<file path="src/rtl/clarvi_mem_arbiter_pkg.sv">
// -----------------------------------------------------------------------------
// clarvi_mem_arbiter_pkg
// Shared types for the CLARVI memory arbiter.
//   arb_state_t  : arbiter lock states (IDLE, LOCK_INSTR, LOCK_MAIN)
//   arb_source_t : read-response source tag; SRC_MAIN is encoded as 1 so a
//                  1-bit "main granted" flag doubles as the tag value.
// -----------------------------------------------------------------------------
package clarvi_mem_arbiter_pkg;

    localparam int AVM_DATA_W = 64;
    localparam int AVM_BE_W   = 8;

    typedef enum logic [1:0] {
        IDLE       = 2'd0,
        LOCK_INSTR = 2'd1,
        LOCK_MAIN  = 2'd2
    } arb_state_t;

    typedef enum logic {
        SRC_INSTR = 1'b0,
        SRC_MAIN  = 1'b1
    } arb_source_t;

endpackage

</file>
<file path="src/rtl/clarvi_mem_arbiter_if.sv">
// -----------------------------------------------------------------------------
// clarvi_mem_arbiter_if
// Avalon-MM style bus bundle used for the fetch port, the data port and the
// shared memory master port.
//   address/read/write/writedata/byteenable : request, driven by the master
//   waitrequest/readdata/readdatavalid      : handshake and pipelined response,
//                                             driven by the slave
// Modports: master (issues requests), slave (accepts requests).
// -----------------------------------------------------------------------------
interface clarvi_mem_arbiter_if
    import clarvi_mem_arbiter_pkg::*;
#(
    parameter int ADDR_WIDTH = 64
);
    logic [ADDR_WIDTH-1:0] address;
    logic                  read;
    logic                  write;
    logic [AVM_DATA_W-1:0] writedata;
    logic [AVM_BE_W-1:0]   byteenable;
    logic                  waitrequest;
    logic [AVM_DATA_W-1:0] readdata;
    logic                  readdatavalid;

    modport master (
        output address, read, write, writedata, byteenable,
        input  waitrequest, readdata, readdatavalid
    );

    modport slave (
        input  address, read, write, writedata, byteenable,
        output waitrequest, readdata, readdatavalid
    );
endinterface

</file>
<file path="src/rtl/clarvi_tag_fifo.sv">
// -----------------------------------------------------------------------------
// clarvi_tag_fifo
// In-order FIFO of 1-bit source tags for outstanding reads. Shift-register
// organisation: the head is always entry 0.
//   clock, reset_n : clock, asynchronous active-low reset (empties the FIFO)
//   i_push, i_tag  : enqueue a tag (ignored when full unless popping too)
//   i_pop          : dequeue the head (ignored when empty)
//   o_head         : tag at the head (meaningless when empty)
//   o_full/o_empty/o_count : occupancy
// -----------------------------------------------------------------------------
module clarvi_tag_fifo #(
    parameter  int DEPTH = 2,
    localparam int CNT_W = $clog2(DEPTH + 1)
) (
    input  logic             clock,
    input  logic             reset_n,
    input  logic             i_push,
    input  logic             i_tag,
    input  logic             i_pop,
    output logic             o_head,
    output logic             o_full,
    output logic             o_empty,
    output logic [CNT_W-1:0] o_count
);
    logic             r_mem [DEPTH];
    logic [CNT_W-1:0] r_count;
    logic             w_push;
    logic             w_pop;
    int               w_wr_idx;

    assign o_empty  = (r_count == '0);
    assign o_full   = (r_count == CNT_W'(DEPTH));
    assign w_pop    = i_pop & ~o_empty;
    assign w_push   = i_push & (~o_full | w_pop);
    // A same-edge pop shifts everything down, so the new tag lands one lower.
    assign w_wr_idx = int'(r_count) - int'(w_pop);
    assign o_head   = r_mem[0];
    assign o_count  = r_count;

    always_ff @(posedge clock or negedge reset_n) begin
        if (!reset_n) begin
            r_count <= '0;
        end else begin
            case ({w_push, w_pop})
                2'b10:   r_count <= r_count + CNT_W'(1);
                2'b01:   r_count <= r_count - CNT_W'(1);
                default: r_count <= r_count;
            endcase
        end
    end

    // Payload storage carries no reset; only r_count qualifies its contents.
    always_ff @(posedge clock) begin
        if (w_pop) begin
            for (int i = 0; i < DEPTH - 1; i++) begin
                r_mem[i] <= r_mem[i+1];
            end
        end
        for (int i = 0; i < DEPTH; i++) begin
            if (w_push && (i == w_wr_idx)) begin
                r_mem[i] <= i_tag;
            end
        end
    end
endmodule

</file>
<file path="src/rtl/clarvi_mem_arbiter.sv">
// -----------------------------------------------------------------------------
// clarvi_mem_arbiter
// Arbitrates the CLARVI fetch port and data port onto one Avalon-MM master.
// Requests pass through combinationally; a request stalled by avm waitrequest
// locks the bus to its owner until accepted. Read responses are routed back
// in order using a tag FIFO of depth MAX_PENDING.
//   clock, reset_n  : clock, asynchronous active-low reset
//   instr (slave)   : fetch port, read-only (write/writedata/byteenable unused)
//   main  (slave)   : data port, reads and writes
//   avm   (master)  : shared memory bus
//   protocol_error  : sticky flag (lock owner dropped request, response with
//                     nothing outstanding, simultaneous read+write on main)
// Build option: CLARVI_ARB_ROUND_ROBIN_EN selects round-robin between
// simultaneous requests; otherwise main has fixed priority.
// -----------------------------------------------------------------------------
module clarvi_mem_arbiter
    import clarvi_mem_arbiter_pkg::*;
#(
    parameter int ADDR_WIDTH  = 64,
    parameter int MAX_PENDING = 2
) (
    input  logic                  clock,
    input  logic                  reset_n,
    clarvi_mem_arbiter_if.slave   instr,
    clarvi_mem_arbiter_if.slave   main,
    clarvi_mem_arbiter_if.master  avm,
    output logic                  protocol_error
);
    localparam int CNT_W = $clog2(MAX_PENDING + 1);

    arb_state_t            r_state;
    arb_state_t            w_state_next;
    logic                  r_protocol_error;
    logic                  w_main_req;
    logic                  w_main_rd;
    logic                  w_read_block;
    logic                  w_instr_elig;
    logic                  w_main_elig;
    logic                  w_grant_instr;
    logic                  w_grant_main;
    logic                  w_drop;
    logic                  w_accept;
    logic                  w_fifo_head;
    logic                  w_fifo_full;
    logic                  w_fifo_empty;
    logic [CNT_W-1:0]      w_fifo_count;
    logic                  w_rsp_valid;
    logic [ADDR_WIDTH-1:0] w_avm_address;
`ifdef CLARVI_ARB_ROUND_ROBIN_EN
    arb_source_t           r_prio;
`endif

    // The fetch port never writes; fold its write-side signals into a sink.
    wire w_unused = ^{instr.write, instr.writedata, instr.byteenable, w_fifo_full};

    // A read+write on main is treated as a write; the read half is dropped.
    assign w_main_rd    = main.read & ~main.write;
    assign w_main_req   = main.read | main.write;
    assign w_read_block = (w_fifo_count == CNT_W'(MAX_PENDING));
    assign w_instr_elig = instr.read & ~w_read_block;
    assign w_main_elig  = main.write | (w_main_rd & ~w_read_block);

    always_ff @(posedge clock or negedge reset_n) begin
        if (!reset_n) begin
            r_state <= IDLE;
        end else begin
            r_state <= w_state_next;
        end
    end

    always_comb begin
        w_state_next  = r_state;
        w_grant_instr = 1'b0;
        w_grant_main  = 1'b0;
        w_drop        = 1'b0;
        case (r_state)
            IDLE: begin
                if (w_instr_elig && w_main_elig) begin
`ifdef CLARVI_ARB_ROUND_ROBIN_EN
                    w_grant_instr = (r_prio == SRC_INSTR);
                    w_grant_main  = (r_prio == SRC_MAIN);
`else
                    w_grant_main  = 1'b1;
`endif
                end else begin
                    w_grant_instr = w_instr_elig;
                    w_grant_main  = w_main_elig;
                end
                if (w_grant_instr && avm.waitrequest) w_state_next = LOCK_INSTR;
                if (w_grant_main && avm.waitrequest)  w_state_next = LOCK_MAIN;
            end
            LOCK_INSTR: begin
                if (!instr.read) begin
                    w_drop       = 1'b1;
                    w_state_next = IDLE;
                end else begin
                    w_grant_instr = w_instr_elig;
                    if (w_instr_elig && !avm.waitrequest) w_state_next = IDLE;
                end
            end
            LOCK_MAIN: begin
                if (!w_main_req) begin
                    w_drop       = 1'b1;
                    w_state_next = IDLE;
                end else begin
                    w_grant_main = w_main_elig;
                    if (w_main_elig && !avm.waitrequest) w_state_next = IDLE;
                end
            end
            default: w_state_next = IDLE;
        endcase
    end

    assign w_accept        = (w_grant_instr | w_grant_main) & ~avm.waitrequest;
    assign w_avm_address   = w_grant_instr ? instr.address : main.address;
    assign avm.address     = w_avm_address;
    assign avm.read        = w_grant_instr | (w_grant_main & w_main_rd);
    assign avm.write       = w_grant_main & main.write;
    assign avm.writedata   = main.writedata;
    assign avm.byteenable  = main.byteenable;
    assign instr.waitrequest = ~(w_grant_instr & w_accept);
    assign main.waitrequest  = ~(w_grant_main & w_accept);

    // Tag value equals w_grant_main because SRC_MAIN is encoded as 1.
    clarvi_tag_fifo #(
        .DEPTH (MAX_PENDING)
    ) u_tag_fifo (
        .clock   (clock),
        .reset_n (reset_n),
        .i_push  (w_accept & avm.read),
        .i_tag   (w_grant_main),
        .i_pop   (avm.readdatavalid),
        .o_head  (w_fifo_head),
        .o_full  (w_fifo_full),
        .o_empty (w_fifo_empty),
        .o_count (w_fifo_count)
    );

    assign w_rsp_valid         = avm.readdatavalid & ~w_fifo_empty;
    assign instr.readdata      = avm.readdata;
    assign main.readdata       = avm.readdata;
    assign instr.readdatavalid = w_rsp_valid & (arb_source_t'(w_fifo_head) == SRC_INSTR);
    assign main.readdatavalid  = w_rsp_valid & (arb_source_t'(w_fifo_head) == SRC_MAIN);

    always_ff @(posedge clock or negedge reset_n) begin
        if (!reset_n) begin
            r_protocol_error <= 1'b0;
        end else if (w_drop || (avm.readdatavalid && w_fifo_empty) ||
                     (w_accept && w_grant_main && main.read && main.write)) begin
            r_protocol_error <= 1'b1;
        end
    end
    assign protocol_error = r_protocol_error;

`ifdef CLARVI_ARB_ROUND_ROBIN_EN
    // Pointer names the requester preferred at the next simultaneous request.
    always_ff @(posedge clock or negedge reset_n) begin
        if (!reset_n) begin
            r_prio <= SRC_MAIN;
        end else if (w_accept) begin
            r_prio <= w_grant_main ? SRC_INSTR : SRC_MAIN;
        end
    end
`endif
endmodule

</file>
<file path="src/flat_wrapper.sv">
// flat-port wrapper written by rule: the top's interface ports become plain ports
module clarvi_mem_arbiter_flat import clarvi_mem_arbiter_pkg::*;
#(
    parameter int ADDR_WIDTH  = 64,
    parameter int MAX_PENDING = 2
)
  (clock, reset_n, protocol_error, instr_address, instr_read, instr_write, instr_writedata, instr_byteenable, instr_waitrequest, instr_readdata, instr_readdatavalid, main_address, main_read, main_write, main_writedata, main_byteenable, main_waitrequest, main_readdata, main_readdatavalid, avm_address, avm_read, avm_write, avm_writedata, avm_byteenable, avm_waitrequest, avm_readdata, avm_readdatavalid);
  clarvi_mem_arbiter_if #(.ADDR_WIDTH(ADDR_WIDTH)) instr_i ();
  clarvi_mem_arbiter_if #(.ADDR_WIDTH(ADDR_WIDTH)) main_i ();
  clarvi_mem_arbiter_if #(.ADDR_WIDTH(ADDR_WIDTH)) avm_i ();
  input  logic clock;
  input  logic reset_n;
  output logic protocol_error;
  input wire logic [$bits(instr_i.address)-1:0] instr_address;
  input wire logic [$bits(instr_i.read)-1:0] instr_read;
  input wire logic [$bits(instr_i.write)-1:0] instr_write;
  input wire logic [$bits(instr_i.writedata)-1:0] instr_writedata;
  input wire logic [$bits(instr_i.byteenable)-1:0] instr_byteenable;
  output wire logic [$bits(instr_i.waitrequest)-1:0] instr_waitrequest;
  output wire logic [$bits(instr_i.readdata)-1:0] instr_readdata;
  output wire logic [$bits(instr_i.readdatavalid)-1:0] instr_readdatavalid;
  input wire logic [$bits(main_i.address)-1:0] main_address;
  input wire logic [$bits(main_i.read)-1:0] main_read;
  input wire logic [$bits(main_i.write)-1:0] main_write;
  input wire logic [$bits(main_i.writedata)-1:0] main_writedata;
  input wire logic [$bits(main_i.byteenable)-1:0] main_byteenable;
  output wire logic [$bits(main_i.waitrequest)-1:0] main_waitrequest;
  output wire logic [$bits(main_i.readdata)-1:0] main_readdata;
  output wire logic [$bits(main_i.readdatavalid)-1:0] main_readdatavalid;
  output wire logic [$bits(avm_i.address)-1:0] avm_address;
  output wire logic [$bits(avm_i.read)-1:0] avm_read;
  output wire logic [$bits(avm_i.write)-1:0] avm_write;
  output wire logic [$bits(avm_i.writedata)-1:0] avm_writedata;
  output wire logic [$bits(avm_i.byteenable)-1:0] avm_byteenable;
  input wire logic [$bits(avm_i.waitrequest)-1:0] avm_waitrequest;
  input wire logic [$bits(avm_i.readdata)-1:0] avm_readdata;
  input wire logic [$bits(avm_i.readdatavalid)-1:0] avm_readdatavalid;
  assign instr_i.address = instr_address;
  assign instr_i.read = instr_read;
  assign instr_i.write = instr_write;
  assign instr_i.writedata = instr_writedata;
  assign instr_i.byteenable = instr_byteenable;
  assign instr_waitrequest = instr_i.waitrequest;
  assign instr_readdata = instr_i.readdata;
  assign instr_readdatavalid = instr_i.readdatavalid;
  assign main_i.address = main_address;
  assign main_i.read = main_read;
  assign main_i.write = main_write;
  assign main_i.writedata = main_writedata;
  assign main_i.byteenable = main_byteenable;
  assign main_waitrequest = main_i.waitrequest;
  assign main_readdata = main_i.readdata;
  assign main_readdatavalid = main_i.readdatavalid;
  assign avm_address = avm_i.address;
  assign avm_read = avm_i.read;
  assign avm_write = avm_i.write;
  assign avm_writedata = avm_i.writedata;
  assign avm_byteenable = avm_i.byteenable;
  assign avm_i.waitrequest = avm_waitrequest;
  assign avm_i.readdata = avm_readdata;
  assign avm_i.readdatavalid = avm_readdatavalid;
  clarvi_mem_arbiter #(.ADDR_WIDTH(ADDR_WIDTH), .MAX_PENDING(MAX_PENDING)) u_core (.clock(clock), .reset_n(reset_n), .instr(instr_i), .main(main_i), .avm(avm_i), .protocol_error(protocol_error));
endmodule
</file>
<file path="config.mk">
export PLATFORM = sky130hd
export DESIGN_NAME = clarvi_mem_arbiter_flat
export DESIGN_NICKNAME = d
export VERILOG_FILES = /design/src/rtl/clarvi_mem_arbiter_pkg.sv /design/src/rtl/clarvi_mem_arbiter_if.sv /design/src/rtl/clarvi_tag_fifo.sv /design/src/rtl/clarvi_mem_arbiter.sv /design/src/flat_wrapper.sv
export SDC_FILE = /design/constraint.sdc
export NUM_CORES = 1
export LEC_CHECK = 0
export CORE_AREA = 2 2 238 240
export CTS_BUF_LIST = sky130_fd_sc_hd__clkbuf_2
export DETAILED_ROUTE_END_ITERATION = 16
export DIE_AREA = 0 0 240 242
export GPL_ROUTABILITY_DRIVEN = 0
export SLEW_MARGIN = 5
export SYNTH_ARGS = -nofsm -noshare
export SYNTH_HDL_FRONTEND = slang
export SYNTH_SLANG_ARGS = --single-unit
</file>
<file path="constraint.sdc">
create_clock -name clock -period 2.1 [get_ports clock]
set_input_delay 0.315 -clock clock [delete_from_list [all_inputs] [get_ports clock]]
set_output_delay 0.315 -clock clock [all_outputs]
set_load 0.02 [all_outputs]
</file>
* Word-level counts from Yosys, hierarchy flattened
Memory sizes are Yosys's and may differ from the RTL's.
Cells that the tools add are included.
** Operators by class
- $add $sub $neg :: 3
- Equal/unequal tests :: 9
- Multiplexer cells :: 30
- Bitwise operators :: 26
- Reductions and logical operators :: 20
** Operators with widths (number)
- 64-bit 2-to-1 mux :: 1
- 32-bit zero test :: 1
- 1-bit 2-to-1 mux :: 18
- 1-bit bitwise AND :: 13
- 2-bit 2-to-1 mux :: 6
- 1-bit logical AND :: 11
- 1-bit NOT :: 7
- 2-bit equality test (second input constant) :: 3
- 1-bit OR :: 6
- 1-bit case mux with 2 select lines :: 3
- 2-bit case mux with 3 select lines :: 1
- 2-bit by 1-bit equality test with 1-bit output (second input constant) :: 2
- 2-bit zero test :: 2
- 2-bit case mux with 2 select lines :: 1
- 2-bit by 3-bit equality test with 1-bit output (first input constant) :: 1
- 3-bit by 1-bit inequality test with 1-bit output (second input constant) :: 1
- 3-bit by 2-bit inequality test with 1-bit output (second input constant) :: 1
- 3-bit inequality test (second input constant) :: 1
- 3-bit AND reduction :: 1
- 2-bit by 1-bit subtractor with 3-bit output :: 1
- 2-bit by 1-bit adder with 2-bit output (second input constant) :: 1
- 1-bit logical OR :: 2
- 2-bit nonzero test :: 1
- 2-bit by 1-bit subtractor with 2-bit output (second input constant) :: 1
- other kinds (2) :: 2
** Word-level totals
- Register bits :: 5
- Bits in writable memories :: 2
- Bits of input ports :: 344
- Output and inout bits :: 271
- Word-level logic and storage cells :: 92
- Memories :: 1
** Memories
- u_core.u_tag_fifo.r_mem :: words 2, width 1, read ports 2, clocked after Yosys merged registers in 0, write ports 1, RTL line clarvi_tag_fifo.sv:25 : logic r_mem [DEPTH];

* Longest topological paths before layout
Gate-level depths: netlist of the first run.
- Word-level depth :: 17
- Gate-level depth with buffers :: 10
- Mapped depth without buffers :: 9

* By module
A second synthesis of the first run with hierarchy kept.
** Unflattened totals
- Cells, all modules :: 340
- Area total of the unflattened synthesis :: 2892.8 µm²
** Modules (own cells, without submodules)
- clarvi_mem_arbiter :: instances 1, cells an instance 313, area each 2617.5 µm², sequential area each 75.1 µm²
- clarvi_tag_fifo :: instances 1, cells an instance 27, area each 275.3 µm², sequential area each 110.1 µm²

* Worst setup path after synthesis of the first run
Ideal clock, no wire load.
- Kind :: register -> output
- Start :: register u_core.r_state[0]
- End :: output port avm_address[0]
- Arrival :: 1968 ps
- Data required time :: 1785 ps
- Path slack :: -183 ps
- Stages on the path, launching flop included :: 8
- Path buffers :: 2
- Cell sequence :: dfrtp_1 inv_1 ha_1 nor3b_1 o211ai_1 buf_2 buf_4 mux2_2
** On the way
- Cells in the longest elaborated chain, start to end :: 3
- Elaborated cells on any way between the ends :: 4
- Classes of those cells :: eq/ne: 1; mux: 2; reduce/logical: 1
** Ends and longest elaborated chain
- from (decl) :: RTL line clarvi_mem_arbiter.sv:31 : arb_state_t r_state;
- from (signal assigned) :: RTL line clarvi_mem_arbiter.sv:67 : r_state <= w_state_next;
- 2-bit by 1-bit equality test with 1-bit output or 2-bit zero test (tied branches) :: RTL line clarvi_mem_arbiter.sv:76 : case (r_state)
- 1-bit case mux with 2 select lines (*) :: RTL line clarvi_mem_arbiter.sv:76
- 64-bit 2-to-1 mux (*) :: RTL line clarvi_mem_arbiter.sv:115 : assign w_avm_address = w_grant_instr ? instr.address : main.address;
- to (decl) :: RTL line flat_wrapper.sv:30 : output wire logic [$bits(avm_i.address)-1:0] avm_address;
Every way passes the cells marked *; elsewhere a longest branch is shown, timed or not.

* Worst setup path in the final report of the first run
- Start :: register u_core.r_state[0]
- End :: output port avm_address[37]
Same word-level chain as after synthesis.

==> out/results.txt, run 1 <==
Global-route wire length before repair: 14.0 mm
Max stage delay on crit path: 370 ps
Vias in the first global route: 2440
Design area: 0.00479 mm2
Worst hold path type: in2async
Grt ovf: 0
Largest net degree at the start of global routing: 22
GR peak layer: met2
Setup crit start kind: flip-flop
Placement Cell Area: 0.00465 mm2
Global routing met2 resource utilization: 0.0653
WS Path Type: reg2out
CTS Root Cell: clkbuf_2
Routing usage on met3: 0.0126
CTS Sinks: 7
Met1 Usage GRT: 0.0200
# IOs: 615
Clk_skew: 6.53 ps
Synth top area share: 0.534
Share of cells above drive strength 1: 0.507
Hold buffer count at CTS: 0
Setup TNS: -18670 ps
Total CTS buffers: 3
CP dominant cell by count: buf_12
Leakage: 1.84 nW
Slew @ Worst Pin: 312 ps
Avg WL per Cell: 9.68 um
Vias per std cell: 2.04
Reg2reg setup slack: -250 ps
I/O Buffers: 205
Post-DP HPWL: 9.26 mm
Nets@finish: 716
Warnings from Yosys: 0
Worst-path fanout max: 7
CTS tree: done
Final setup vio count: 70
CTS clk-pin slew, worst paths: 90 ps
Min Clock Period, post-route: 2460 ps
DR vias: 2288
Place WS: -783 ps
Cell taking the most area after synthesis: buf_4
Die ar.: 0.0581 mm2
#FFs+latches synth: 7
RSZ-0062 raised after global routing: true
CTS H-tree depth: 1
Cells after Synth: 333
Synth unique cells: 32
Worst path cell trace: inv_2, ha_4, nor3b_2, o211ai_1, buf_4, buf_12, buf_12, buf_12, mux2_4, buf_6
Inst Count DP: 1110
Syn avg cell area: 8.57 um2
Area of the core: 0.0557 mm2
Maximum clock path buffer count: 2
Power density cells: 708 mW/mm2
WL final: 10.9 mm
Violated checks: setup timing
1st-pass router iterations: 4
Global Route Usage Sum: 0.0326
Slew headroom: 0.792
Initial core utilization: 0.0512
Worst R2R Path Depth: 8
Residual DRC count: 0
Clock latency on the worst-skew pair: 240 ps
Run status: finished with violations
Cell family with most CP delay: buffers and inverters
Crit end category: output pin
Final Hold Vio Count: 0
Die width: 240 um
Worst Path Buf+Inv: 6
Max Slew Vio Count: 0
Post-DRT Antenna Nets: 0
Syn_nets: 683
Max IR drop VDD: 431 uV
Slack of the critical path: -355 ps
Critical R2R Launch: u_core.r_state[0]
Period utilization: 1.17
Max Cap Viol: 0
Synthesized area: 0.00285 mm2
Row count: 87
Hold WS: 297 ps
R2R Path End: u_core.u_tag_fifo.r_mem[0][0]
Crit-path slowest cell: dfrtp_1
Fmax: 407 MHz
Area grow syn2layout: 67.9%
Synth area leaders: buf_4 53%, mux2_2 25%, dfrtp_1 4.4%
CP arrival: 2140 ps
Post-synthesis sequential area ratio: 0.0649
Final Non-Filler Cells: 1122
Initial DRC Count: 38
Required @ worst endpoint: 1780 ps
Die Y-Extent: 242 um
Initial antenna violation count: 2
[logic make-up after synthesis]
family	count (synthesis)	share of synthesized area
buf+inv	215	0.552
mux	67	0.263
simple gates	20	0.0434
compound gates	15	0.0412
flops	7	0.0649
fa+ha+maj	6	0.0263
xor+xnor	3	0.00921
[placed cells by master, fill, tap and decap left out, types with 2 or more instances in the layout]
cell,synthesis,routed
nor2_1,3,2
buf_4,203,23
buf_2,4,27
a21oi_1,2,2
inv_2,0,2
xnor2_1,3,2
clkdlybuf4s50_1,0,135
buf_6,0,38
dfrtp_1,5,5
mux2_4,0,39
buf_8,0,2
o21ai_0,5,4
ha_1,6,3
clkbuf_2,0,4
mux2i_1,2,2
buf_12,0,8
inv_1,8,6
nand2_1,4,3
edfxtp_1,2,2
mux2_2,64,26
ha_4,0,3
nor2b_1,2,2
[state kept, by name, indices dropped and copies added, names as in the netlist]
| register | count |
|---|---|
| u_core.protocol_error | 1 |
| u_core.u_tag_fifo.r_mem | 2 |
| u_core.r_state | 2 |
| u_core.u_tag_fifo.o_count | 2 |
[power by group]
group	internal, mW	switching [mW]
clock network	0.0431	0.0578
logic	1.73	1.34
registers	0.196	0.0254
[cell usage after synthesis]
cell type,number
or2b_2,1
mux2_1,1
o211ai_1,1
buf_2,4
a2111oi_4,1
a21o_1,1
xnor2_1,3
and2_1,1
a221o_1,1
o21a_1,1
mux2i_1,2
or2_2,1
nor3b_1,2
a21oi_1,2
ha_1,6
inv_1,8
nand2_1,4
nand3b_1,1
mux2_2,64
or4b_4,1
nor4b_1,1
edfxtp_1,2
dfrtp_1,5
nand2b_1,2
a31oi_1,1
buf_4,203
a21boi_0,1
nor2b_1,2
nor2_1,3
or2_1,1
o311ai_0,1
o21ai_0,5
[metrics by stage]
stage,util,power (mW)
after global placement,0.0834,3.06
after detailed placement,0.0834,3.07
after global routing,0.0860,3.61
final,0.0860,3.39
after CTS,0.0854,3.41
after floorplan,-,2.33
[cell type report]
| type | count | area (um2) |
|---|---|---|
| Tap cell | 756 | 946 |
| Timing Repair Buffer | 235 | 2290 |
| Clock inverter | 1 | 5.00 |
| Clock buffer | 3 | 15.0 |
| Inverter | 8 | 30.0 |
| Fill cell | 6524 | 50900 |
| Multi-Input combinational cell | 111 | 1310 |
| Sequential cell | 7 | 185 |
| Antenna cell | 1 | 2.50 |
[how the worst max path moves through the flow]
stage | slack (ps) | to | cells after the start | startpoint
2_1_floorplan | -30 | avm_address[0] | 7 | u_core.r_state[1]
3_3_place_gp | -720 | avm_address[24] | 6 | main_write
3_5_place_dp | -780 | avm_address[25] | 6 | main_read
4_1_cts | -380 | avm_address[0] | 10 | u_core.r_state[0]
5_1_grt | -450 | avm_address[37] | 10 | u_core.r_state[0]
6_report | -360 | avm_address[37] | 10 | u_core.r_state[0]
[per-layer routing]
| layer | vias to the layer above | share of wire |
|---|---|---|
| li1 | 954 | - |
| met4 | 0 | 0.096 |
| met3 | 78 | 0.15 |
| met5 | - | 0 |
| met2 | 313 | 0.51 |
| met1 | 943 | 0.24 |
[what timing repair did]
action | in CTS | in global routing
cloned | 2 | 0
setup buffers | 5 | 2
pin swaps | 7 | 5
setup endpoints to repair | 73 | 73
gates resized for setup | 348 | 21
(Power assumes the default switching activity.)
==> inputs of run 2 (changes only) <==
CELL_PAD_IN_SITES_DETAIL_PLACEMENT = 0   (was unset)
CELL_PAD_IN_SITES_GLOBAL_PLACEMENT = 1   (was unset)
CORE_AREA = 2 2 240 242   (was 2 2 238 240)
DIE_AREA = 0 0 242 244   (was 0 0 240 242)
PLACE_DENSITY_LB_ADDON = 0.1   (was unset)
clock period = 3.1 ns   (was 2.1 ns; I/O delays follow)
==> out/results.txt, run 2 (synthesis results as in run 1) <==
DR vias: 2230 (-2.5%)
Vias in the first global route: 2614 (+7.1%)
Die width: 242 um (+0.83%)
Area of the core: 0.0562 mm2 (+0.78%)
Worst-path fanout max: 20 (+13)
Slew headroom: 0.786 (-0.00605)
Final Non-Filler Cells: 1101 (-1.9%)
Slack of the critical path: 103 ps (+458 ps)
CTS tree: done
Reg area: 185 um2 (unchanged)
Crit end category: output pin
Worst R2R Path Depth: 7 (-1)
Initial antenna violation count: 2 (unchanged)
Clock latency on the worst-skew pair: 240 ps (about the same)
Area grow syn2layout: 53.8%
Critical R2R Launch: u_core.r_state[0]
Final Hold Vio Count: 0 (unchanged)
CTS clk-pin slew, worst paths: 100 ps (about the same)
Fillers: 6610 (+1.3%)
Most common cell after layout, fill and taps aside: clkdlybuf4s50_1
Leakage: 1.48 nW (-19%)
Fmax: 334 MHz
Avg WL per Cell: 12.9 um (+34%)
WL final: 14.2 mm (+31%)
Share of cells above drive strength 1: 0.238 (-0.268)
Max IR drop VDD: 114 uV (-73%)
Sw Pwr: 895 uW (-37%)
Worst path cell trace: inv_1, ha_1, nor3b_1, o211ai_1, buf_6, mux2_2, clkdlybuf4s50_1
Die Y-Extent: 244 um (+0.83%)
CTS Root Cell: clkbuf_2
Period utilization: 0.967
Total CTS buffers: 3 (unchanged)
Run status: completed
Reg2reg setup slack: 630 ps (+880 ps)
WS Path Type: reg2out
Placement Cell Area: 0.00439 mm2 (-5.6%)
Place WS: -370 ps (+413 ps)
Inst Count DP: 1095 (-1.4%)
Power density cells: 435 mW/mm2 (-39%)
Setup crit start kind: flip-flop
Largest net degree at the start of global routing: 21 (-4.5%)
Grt ovf: 0 (unchanged)
Crit-path slowest cell: clkdlybuf4s50_1
Min Clock Period, post-route: 3000 ps
Max Cap Viol: 0 (unchanged)
Residual DRC count: 0 (unchanged)
Clock network power share: 0.039 (+0.009)
Internal: 1.01 mW (-48%)
Initial core utilization: 0.0508 (-0.000397)
Die ar.: 0.0590 mm2 (+1.7%)
Maximum clock path buffer count: 2 (unchanged)
Max Slew Vio Count: 0 (unchanged)
I/O Buffers: 205 (unchanged)
Clk_skew: 8.82 ps (+2.28 ps)
Combinational share of power: 0.876 (-0.029)
CTS H-tree depth: 1 (unchanged)
Area taken by multi-input logic gates: 0.00109 mm2 (-17%)
Post-DP HPWL: 12.6 mm (+36%)
RSZ-0062 raised after global routing: true
Final setup vio count: 0 (-100%)
Required @ worst endpoint: 2630 ps (+850 ps)
Global Route Usage Sum: 0.0439 (+0.0113)
Worst hold path type: in2async
Max stage delay on crit path: 550 ps (+180 ps)
Sequential power share: 0.085 (+0.020)
Design area: 0.00439 mm2 (-8.4%)
Vias per std cell: 2.03 (-0.68%)
# IOs: 615 (unchanged)
Switching share of power: 0.469 (+0.0485)
R2R Path End: u_core.u_tag_fifo.r_mem[0][0]
Hold buffer count at CTS: 0 (unchanged)
Initial DRC Count: 55 (+45%)
Post-DRT Antenna Nets: 0 (unchanged)
CP arrival: 2530 ps (+390 ps)
Nets@finish: 695 (-2.9%)
Slew @ Worst Pin: 317 ps (+4.61 ps)
CTS Sinks: 7 (unchanged)
Row count: 87 (unchanged)
1st-pass router iterations: 3 (-1)
Most frequent cells in the layout: 160 x clkdlybuf4s50_1, 64 x mux2_2, 43 x dlygate4sd2_1, 8 x inv_1
Global-route wire length before repair: 18.7 mm (+33%)
==> run 2: final cells by class <==
cell class / count / share of cell area
multi-input cells: 111 / 0.249
inverters: 8 / 0.00684
flip-flops and latches: 7 / 0.0422
well taps: 756 / 0.215
repair buffers: 214 / 0.481
clock buffers: 4 / 0.00456
diodes: 1 / 0.000570
==> run 2: timing repair <==
action                                  in CTS  in global routing
endpoints found under the setup margin      65                 16
pin swaps                                    1                  0
cloned                                       0                  1
gates resized for setup                     44                  1
endpoints found under the hold margin        0                  0
setup buffers                                2                  0
==> run 2: worst max-delay path: cells and delay by family, from the launching register on <==
kind	cells	cell delay [ps]
DFF	1	370
muxes	1	410
AOI/OAI and AO/OA	1	240
buffers and inverters	3	890
and+or+nand+nor	1	140
adders and majority gates	1	210
==> run 2: through the flow <==
| step | utilization | hold slack (ps) | total power [mW] | TNS (ps) |
|---|---|---|---|---|
| floorplan | - | 169 | 1.46 | 0 |
| global placement | 0.0782 | 517 | 1.97 | -19020 |
| detailed placement | 0.0782 | 530 | 1.93 | -18840 |
| CTS | 0.0778 | 444 | 1.93 | 0 |
| global route | 0.0782 | 431 | 2.06 | -209 |
| finish | 0.0782 | 451 | 1.91 | 0 |
==> run 2: routing by layer <==
layer,vias to the layer above,wire [um],global-route usage
met5,-,0,0
met4,0,855,0.0265
met3,75,2030,0.0259
met2,303,7450,0.0857
met1,940,3900,0.0320
li1,912,-,-
==> run 2: how the worst max path moves through the flow <==
stage | start | endpoint | slack, ps | cells after the start
3_5_place_dp | main_read | avm_address[10] | -370 | 7
3_3_place_gp | main_write | avm_address[10] | -360 | 7
4_1_cts | u_core.r_state[0] | avm_address[38] | 40 | 7
6_report | u_core.r_state[0] | avm_address[38] | 100 | 7
2_1_floorplan | u_core.r_state[0] | avm_address[0] | 670 | 7
5_1_grt | u_core.r_state[0] | avm_address[38] | -50 | 7
==> run 2: power by group through the flow <==
stage                     Sequential (mW)  Clock (mW)  Combinational [mW]
final                               0.162      0.0739                1.67
after global routing                0.167      0.0899                1.80
after CTS                           0.163      0.0817                1.69
after detailed placement            0.165           0                1.77
after global placement              0.167           0                1.80
after floorplan                     0.157           0                1.30
==> RTL change, RTL diff (flow settings as in run 1) <==
Add a define of `CLARVI_ARB_ROUND_ROBIN_EN`.
--- a/src/rtl/clarvi_mem_arbiter.sv
+++ b/src/rtl/clarvi_mem_arbiter.sv
@@ -13,6 +13,8 @@
 // Build option: CLARVI_ARB_ROUND_ROBIN_EN selects round-robin between
 // simultaneous requests; otherwise main has fixed priority.
 // -----------------------------------------------------------------------------
+`define CLARVI_ARB_ROUND_ROBIN_EN
+
 module clarvi_mem_arbiter
     import clarvi_mem_arbiter_pkg::*;
 #(
Behaviour: not the same (Yosys sat finds a counterexample within 4 cycles, from zero or initial values and one cycle with reset_n low).
==> RTL change against run 1 <==
- the run still ends with negative setup slack left
- final area up 16%
- power is 50% higher
- combinational power rose by 54%
- wire length increased by 20%
- setup slack got worse by 0.10 ns
- synthesized area increased by 12%
- cell count grew 3.3%
- clock skew up 0.0096 ns
- non-clock buffer count up 27
- sequential cell count is 1 higher
- critical path depth stayed put
- count of clock-buffer cells in the layout is 1 higher
- largest cell class unchanged
- largest power group unchanged
==> RTL change: results (changes against run 1) <==
Post-Syn Nets: 692 (+1.3%)
# fillers: 6453 (-1.1%)
combinational power share: 92.6% (+2.1 points)
Final Hold Vio Count: 0 (unchanged)
largest net degree at the start of global routing: 11 (-50%)
sequential area share after synthesis: 6.61% (+0.13 points)
Reg2Reg Depth: 11 (+3)
Area Growth Syn to Fin: 73.9%
Sw Ratio: 39.1% (-2.9 points)
GR met1 Demand/Resource: 3.23% (+1.2 points)
Setup crit start: u_core.r_state[1]
Final HPWL DP: 10.4 mm (+13%)
Critical R2R Capture: u_core.u_tag_fifo.r_mem[0][1]
Max FO, Critical Path: 8 (+1)
leakage power: 2.26 nW (+23%)
Max-slew headroom: 72.7% (-6.5 points)
Async SR Flop Fraction: 75.0% (+3.6 points)
CP arrival: 2.24 ns (+0.10 ns)
Vias: 2548 (+11%)
Peak VDD IR: 0.000451 V (+4.7%)
# resized after CTS: 356 (+2.3%)
synth unique cells: 35 (+9.4%)
Global Route Usage Sum: 3.97% (+0.70 points)
fin worst setup slack: -0.455 ns (-0.0997 ns)
status: finished with violations
initial DRC count: 50 (+32%)
failing checks: negative setup slack
met3 usage: 3.41% (+2.1 points)
layout cell share with drive strength beyond 1: 55.1% (+4.4 points)
Final min period: 2.55 ns (+0.0997 ns)
most instantiated cells after synthesis: buf_4 (201), mux2_4 (51), mux2_2 (14), inv_1 (9), nand2_1 (8)
vias in the first global route: 2734 (+12%)
Final Net Count: 752 (+5.0%)
Reg2Reg Setup Slack: -0.09 ns (+0.16 ns)
DR WL/cell: 11.2 um (+16%)
M2 GR Usage: 6.63% (+0.10 points)
setup violators final: 70 (unchanged)
## RTL change: cell types whose count changed after synthesis, moves of 4 or more
cell,before,now
buf_12,0,5
mux2_2,64,14
mux2_4,0,51
nand2_1,4,8
buf_2,4,0
## RTL change: logic make-up (layout without fill, tap and decap cells)
family,Yosys count,after routing,share of synthesized area (%)
fa+ha+maj,6,6,2.35
other cells,0,2,0
buf+inv,216,275,51.7
compound gates,17,17,4.54
xor+xnor,3,3,0.822
simple gates,27,27,5.05
flops,8,8,6.61
mux,65,65,28.9
## RTL change: through the flow
step / worst slack [ns] / instance area, um2 / hold WS, ns / cells / setup TNS (ns)
after global routing: -0.580 / 5560 / 0.324 / 1159 / -31.68
after detailed placement: -0.674 / 4840 / 0.484 / 1123 / -38.19
after CTS: -0.528 / 5240 / 0.314 / 1150 / -26.80
after global placement: -0.674 / 4840 / 0.469 / 1123 / -38.27
final: -0.455 / 5560 / 0.319 / 1159 / -23.88
after floorplan: 0.0285 / 3200 / 0.0194 / 342 / 0
## RTL change: layout make-up
| cell class | count | area [um2] | share of cell area [%] |
|---|---|---|---|
| repair buffers | 262 | 2850 | 51.3 |
| multi-input cells | 118 | 1490 | 26.8 |
| flip-flops and latches | 8 | 213 | 3.83 |
| well taps | 756 | 946 | 17.0 |
| clock buffers | 4 | 20.0 | 0.360 |
| diodes | 2 | 5.00 | 0.0900 |
| inverters | 9 | 33.8 | 0.608 |
## RTL change: per-layer routing
layer | share of wire, % | vias to the layer above | routed length [um]
met1 | 30 | 1128 | 3880
met2 | 45 | 348 | 5910
li1 | - | 1041 | -
met5 | 0.37 | - | 48
met4 | 4.1 | 2 | 531
met3 | 20 | 29 | 2620
